### src/rtl/pdp8_pkg.sv
// Shared definitions for the PDP-8 fetch/indirect sequencer: state encoding,
// parameter legal ranges and the drive-phase classification helper.
package pdp8_pkg;

    typedef logic [3:0] state_t;

    localparam state_t S_IDLE   = 4'd0;
    localparam state_t S_F_CK   = 4'd1;
    localparam state_t S_F_STB  = 4'd2;
    localparam state_t S_DECODE = 4'd3;
`ifdef PDP8_AUTOINDEX_EN
    localparam state_t S_A1_CK  = 4'd4;
    localparam state_t S_A1_STB = 4'd5;
    localparam state_t S_A2_CK  = 4'd6;
    localparam state_t S_A2_STB = 4'd7;
`endif
    localparam state_t S_I_CK   = 4'd8;
    localparam state_t S_I_STB  = 4'd9;
    localparam state_t S_DONE   = 4'd10;

    localparam int CK_LEN_MIN   = 1;
    localparam int CK_LEN_MAX   = 15;
    localparam int WAIT_MAX_MIN = 1;
    localparam int WAIT_MAX_MAX = 255;

    // Wide enough that the longest legal phase (hold plus wait) never saturates early.
    localparam int PHASE_CNT_W = $clog2(CK_LEN_MAX + WAIT_MAX_MAX + 1);

    function automatic logic is_ck_state(input state_t s);
`ifdef PDP8_AUTOINDEX_EN
        return (s == S_F_CK) || (s == S_A1_CK) || (s == S_A2_CK) || (s == S_I_CK);
`else
        return (s == S_F_CK) || (s == S_I_CK);
`endif
    endfunction

endpackage

### src/rtl/phase_timer.sv
// Per-phase clock counter: restarts on every state entry, saturates, and flags
// when the minimum drive hold has elapsed and when the ramReady wait has run out.
module phase_timer
    import pdp8_pkg::*;
#(
    parameter int CK_LEN   = 1,
    parameter int WAIT_MAX = 8
) (
    input  logic clk,
    input  logic reset,
    input  logic restart,
    output logic hold_met,
    output logic wait_expired
);

    localparam logic [PHASE_CNT_W-1:0] CNT_MAX  = '1;
    localparam logic [PHASE_CNT_W:0]   HOLD_AGE = (PHASE_CNT_W + 1)'(CK_LEN);
    localparam logic [PHASE_CNT_W:0]   WAIT_AGE = (PHASE_CNT_W + 1)'(CK_LEN + WAIT_MAX);

    logic [PHASE_CNT_W-1:0] cnt_q, cnt_d;
    logic [PHASE_CNT_W:0]   age;

    always_comb begin
        cnt_d = cnt_q;
        if (restart) begin
            cnt_d = '0;
        end else if (cnt_q != CNT_MAX) begin
            cnt_d = cnt_q + 1'b1;
        end
    end

    always_ff @(posedge clk) begin
        if (reset) begin
            cnt_q <= '0;
        end else begin
            cnt_q <= cnt_d;
        end
    end

    // age is the 1-based clock count within the current phase.
    assign age          = {1'b0, cnt_q} + 1'b1;
    assign hold_met     = age >= HOLD_AGE;
    assign wait_expired = age >= WAIT_AGE;

endmodule

### src/rtl/fetch_ind_seq.sv
// PDP-8 instruction fetch / indirect-address sequencer (Moore FSM).
// Define PDP8_AUTOINDEX_EN to add the auto-index A1/A2 read-increment-write phases.
module fetch_ind_seq
    import pdp8_pkg::*;
#(
    parameter int CK_LEN   = 1,
    parameter int WAIT_MAX = 8
) (
    input  logic clk,
    input  logic reset,
    input  logic start,
    input  logic instIsIND,
    input  logic instIsPPIND,
    input  logic ramReady,
    output logic pc_ck,
    output logic ir_ck,
    output logic ram_oe,
    output logic ram_we,
    output logic ir2rama,
    output logic ind_ck,
    output logic ind2inc,
    output logic inc2ramd,
    output logic busy,
    output logic done,
    output logic err
);

    state_t state_q, state_d;
    logic   err_q, err_d;
    logic   hold_met, wait_expired, ck_exit, ck_timeout;

    phase_timer #(
        .CK_LEN   (CK_LEN),
        .WAIT_MAX (WAIT_MAX)
    ) u_phase_timer (
        .clk          (clk),
        .reset        (reset),
        .restart      (state_d != state_q),
        .hold_met     (hold_met),
        .wait_expired (wait_expired)
    );

    assign ck_exit    = is_ck_state(state_q) && hold_met && ramReady;
    assign ck_timeout = is_ck_state(state_q) && !ck_exit && wait_expired;

    // NOTE: every variable gets a default before the case so no latch is inferred.
    always_comb begin
        state_d = state_q;
        err_d   = 1'b0;
        case (state_q)
            S_IDLE:   if (start) state_d = S_F_CK;
            S_F_CK:   if (ck_exit) state_d = S_F_STB;
            S_F_STB:  state_d = S_DECODE;
`ifdef PDP8_AUTOINDEX_EN
            S_DECODE: begin
                if (instIsPPIND)    state_d = S_A1_CK;
                else if (instIsIND) state_d = S_I_CK;
                else                state_d = S_DONE;
            end
            S_A1_CK:  if (ck_exit) state_d = S_A1_STB;
            S_A1_STB: state_d = S_A2_CK;
            S_A2_CK:  if (ck_exit) state_d = S_A2_STB;
            S_A2_STB: state_d = S_I_CK;
`else
            // Without auto-index hardware a PPIND instruction is a plain indirect.
            S_DECODE: begin
                if (instIsIND || instIsPPIND) state_d = S_I_CK;
                else                          state_d = S_DONE;
            end
`endif
            S_I_CK:   if (ck_exit) state_d = S_I_STB;
            S_I_STB:  state_d = S_DONE;
            S_DONE:   state_d = S_IDLE;
            default:  state_d = S_IDLE;
        endcase
        if (ck_timeout) begin
            state_d = S_IDLE;
            err_d   = 1'b1;
        end
    end

    // NOTE: sequential state uses non-blocking assignments; the synchronous reset overrides all.
    always_ff @(posedge clk) begin
        if (reset) begin
            state_q <= S_IDLE;
            err_q   <= 1'b0;
        end else begin
            state_q <= state_d;
            err_q   <= err_d;
        end
    end

    always_comb begin
        pc_ck   = 1'b0;
        ir_ck   = 1'b0;
        ram_oe  = 1'b0;
        ir2rama = 1'b0;
        ind_ck  = 1'b0;
        done    = 1'b0;
        case (state_q)
            S_F_CK:   ram_oe = 1'b1;
            S_F_STB:  begin pc_ck = 1'b1; ir_ck = 1'b1; end
`ifdef PDP8_AUTOINDEX_EN
            S_A1_CK:  begin ir2rama = 1'b1; ram_oe = 1'b1; end
            S_A1_STB: ind_ck = 1'b1;
            S_A2_CK,
            S_A2_STB: ir2rama = 1'b1;
`endif
            S_I_CK:   begin ir2rama = 1'b1; ram_oe = 1'b1; end
            S_I_STB:  begin ind_ck = 1'b1; ir2rama = 1'b1; end
            S_DONE:   done = 1'b1;
            default:  ;
        endcase
    end

`ifdef PDP8_AUTOINDEX_EN
    assign ind2inc  = (state_q == S_A1_CK) || (state_q == S_A2_CK);
    assign inc2ramd = (state_q == S_A2_CK) || (state_q == S_A2_STB);
    assign ram_we   = (state_q == S_A2_STB);
`else
    assign ind2inc  = 1'b0;
    assign inc2ramd = 1'b0;
    assign ram_we   = 1'b0;
`endif

    assign busy = (state_q != S_IDLE);
    assign err  = err_q;

endmodule

### config.mk
export PLATFORM = sky130hd
export DESIGN_NAME = fetch_ind_seq
export DESIGN_NICKNAME = d
export VERILOG_FILES = /design/src/rtl/pdp8_pkg.sv /design/src/rtl/phase_timer.sv /design/src/rtl/fetch_ind_seq.sv
export SDC_FILE = /design/constraint.sdc
export NUM_CORES = 1
export LEC_CHECK = 0
export ABC_AREA = 1
export CAP_MARGIN = 10
export CORE_AREA = 2 2 53 55
export CTS_CLUSTER_DIAMETER = 60
export DETAILED_ROUTE_END_ITERATION = 7
export DIE_AREA = 0 0 55 57
export SYNTH_ARGS = -nofsm -noshare
export SYNTH_HDL_FRONTEND = slang
export SYNTH_HIERARCHICAL = 1
export SYNTH_SLANG_ARGS = --single-unit
### constraint.sdc
create_clock -name clk -period 3.25 [get_ports clk]
set_clock_uncertainty 0.15 [all_clocks]
set_input_delay 0.975 -clock clk [delete_from_list [all_inputs] [get_ports clk]]
set_output_delay 0.975 -clock clk [all_outputs]
set_load 0.05 [all_outputs]
==> results.py <==
metrics = {
    "status": {
        "run_status": "completed",
    },
    "final_layout": {
        "final_cell_area_um2": 1170,
        "stdcell_count": 204,
        "fin_nets": 183,
        "drive_gt1_share_pct": 13.9,
        "num_antenna_cells": 0,
        "area_growth_pct": 19.9,
    },
    "setup_path": {
        "worst_path_largest_cell_delay_ns": 0.80,
        "cp.buffers_inverters": 2,
        "crit_arrival_ns": 1.90,
        "worstPathCellList": "nor2_4, nand3_1, inv_1, clkdlybuf4s50_1",
        "cp.required_ns": 2.12,
        "reg2reg_depth": 20,
        "reg2reg_from": "u_phase_timer/cnt_q[0]",
        "path_class": "flip-flop to output port",
        "crit_family": "buffers and inverters",
        "rrSetupSlack_ns": 0.38,
        "path_max_fanout": 8,
        "r2r_end": "u_phase_timer/cnt_q[4]",
        "slowest_stage": "clkdlybuf4s50_1",
        "worstSetupEndpointType": "output port",
        "setup.worst_path.start_class": "flip-flop",
    },
    "floorplan": {
        "fp.dieW_um": 55,
        "die-area_um2": 3140,
        "core_area_um2": 2620,
        "rows": 19,
        "start_util_pct": 37.2,
        "die_h_um": 57,
        "ios": 17,
    },
    "power": {
        "pwr-share-clk_pct": 35.7,
        "p_leak_uw": 0.000588,
        "p_int_uw": 260,
        "power_density_nw_per_um2": 302,
        "power_frac_seq_pct": 50.6,
        "comb_power_share_pct": 13.7,
        "peakVddDrop_v": 0.000326,
        "power_switching_uw": 93.3,
        "sw_frac_of_total_pct": 26.4,
    },
    "cts": {
        "clkTransAtPathRegs_ns": 0.09,
        "cts_hold_buf": 0,
        "clkSinkCount": 14,
        "clk_latency_ns": 0.28,
        "cts_tree": "done",
        "clockRootBuffer": "clkbuf_4",
        "clock_path_buffers": 2,
        "numCtsBuffers": 3,
        "htreeDepth": 1,
        "cts-resized-gates": 0,
        "post_cts_buffers": 0,
    },
    "logic_synthesis": {
        "synth_top_family_by_area": "simple AND/OR/NAND/NOR gates",
        "yosysMostFrequentCell": "nand2_1",
        "ys_seq_area_share_pct": 28.8,
        "synth-edff-count": 0,
        "synth_area_leaders": "dfxtp_1 29%, nand2_1 15%, inv_1 9.6%, nand3_1 7.2%, nor2_1 6.9%",
        "avgSynthCellArea_um2": 6.16,
        "ys.warnings.count": 6,
        "synth_seq_cells": 14,
        "synth.distinct_cells": 20,
        "yosys.area_share.simple_pct": 41.9,
        "synth_compound_area_share_pct": 10.5,
        "synthFlopType": "dfxtp_1",
        "synthMuxAreaShare_pct": 0,
        "synthArstFlopShare_pct": 0,
        "synth-xor-area-share_pct": 0,
        "yosys.area.top_type": "dfxtp_1",
        "netlist.area_leader.share_pct": 28.8,
        "syn_area_um2": 973,
        "synth_fa_ha_area_share_pct": 3.86,
        "synthTopCellsByCount": "38 x nand2_1, 25 x inv_1, 18 x nor2_1",
        "synth_cells": 158,
    },
    "sta": {
        "finalHoldViolations": 0,
        "rsz0062_at_grt": "false",
        "slew_headroom_pct": 66.7,
        "period_share_pct": 93.2,
        "finalSetupTns_ns": 0,
        "drv_slew": 0,
        "min_period_ns": 3.03,
        "finalSetupViolCount": 0,
        "worst_slew_pin_slew_ns": 0.498,
        "fmax_ghz": 0.330,
    },
    "route": {
        "routedWlPerCell_um": 9.29,
        "dr.pass1.iters": 4,
        "first_iter_violations": 16,
        "wl_mm": 1.90,
        "ant_nets": 0,
        "viasPerCell": 4.64,
        "met3WireLength_um": 63,
        "maxUsedRoutingLayer": "met4",
        "drcViolationCount": 0,
        "wl_met1_um": 911,
        "dr_total_vias": 946,
        "met2WireLength_um": 905,
    },
    "min_path": {
        "hold_class": "flip-flop to flip-flop",
        "min_path_cells": 2,
        "holdPathEnd": "u_phase_timer/cnt_q[0]",
        "hp-start": "u_phase_timer/cnt_q[0]",
    },
    "grt": {
        "grt_max_degree": 14,
        "grt_pass1_wl_mm": 3.23,
        "grt_pass1_vias": 800,
        "antenna_found_initial": 0,
        "gr-usage-all-layers_pct": 13.9,
        "grt_overflow": 0,
    },
    "placement": {
        "placed_cell_area_um2": 1120,
        "finalWeightedCongestion": 0.822,
        "dpl.cell_count": 200,
        "io_buffers": 13,
        "place_hpwl_mm": 1.52,
    },
    "job": {
        "drv_cap": 0,
    },
}
sequential cells by signal, indices dropped and copies added (netlist names):
| register | count |
|---|---|
| state_q | 4 |
| u_phase_timer/cnt_q | 9 |
| err | 1 |
area by class of cell:
type,instances,area [um2]
clock buffers,4,36.3
fillers,280,1450
inverters,27,101
multi-input cells,114,572
flip-flops and latches,14,282
well taps,31,38.8
repair buffers,14,138
metrics by stage:
step	util [%]	worst slack (ns)	hold slack (ns)	total power, uW
CTS	44.3	0.106	0.380	357
detailed placement	42.9	0.140	0.362	230
global placement	42.9	0.144	0.367	230
floorplan	-	0.157	0.340	218
finish	44.6	0.221	0.344	353
global route	44.6	0.0118	0.369	371
worst register-to-register path: stages (launching register included):
cell,delay [ns]
dfxtp_2,0.38
ha_1,0.19
nand2_2,0.11
nor4_2,0.24
ha_1,0.27
inv_1,0.07
nand2_1,0.06
nor2_1,0.08
nand3_1,0.08
nand2_1,0.08
inv_1,0.07
nand3_1,0.08
nand2_1,0.06
o21ai_0,0.15
nand2_1,0.06
nor2_1,0.09
nand2_1,0.05
or2_4,0.29
a21oi_1,0.11
o21ai_0,0.09
inv_1,0.06
cells in the final DEF (no fill, tap or decap), types with 4 or more instances in the layout:
master / instances
nand2_1: 38
inv_1: 25
nor2_1: 18
nand3_1: 14
dfxtp_1: 13
clkdlybuf4s50_1: 13
nand2_2: 8
a21oi_1: 8
o21ai_1: 5
conb_1: 4
how the worst max path moves through the flow:
stage,startpoint,to,slack (ns),cells after the start
floorplan,state_q[1],done,0.16,2
global placement,u_phase_timer/cnt_q[0],u_phase_timer/cnt_q[4],0.14,20
detailed placement,u_phase_timer/cnt_q[0],u_phase_timer/cnt_q[4],0.14,20
CTS,u_phase_timer/cnt_q[0],u_phase_timer/cnt_q[4],0.11,20
global route,u_phase_timer/cnt_q[0],u_phase_timer/cnt_q[7],0.01,20
finish,state_q[2],ir_ck,0.22,4
power groups by stage:
stage	Clock, uW	Combinational, uW	Sequential [uW]
CTS	131	47.5	178
detailed placement	0	47.4	182
floorplan	0	36.7	182
finish	126	48.3	179
global placement	0	47.2	182
global route	138	54.0	179
routing by layer:
metal / up-vias / GRT usage, %
li1: 513 / -
met1: 418 / 18.3
met2: 13 / 21.4
met3: 2 / 5.50
met4: 0 / 3.14
met5: - / 0
cells by family (layout without fill, tap and decap cells):
kind of cell / count (synthesis) / count (layout)
AND/OR/NAND/NOR: 88 / 88
buffers and inverters: 33 / 45
AO/OA/AOI/OAI: 19 / 19
flip-flops: 14 / 14
adder cells (fa/ha/maj): 3 / 3
other: 1 / 4
No activity file was read; power rests on OpenSTA's default activity.
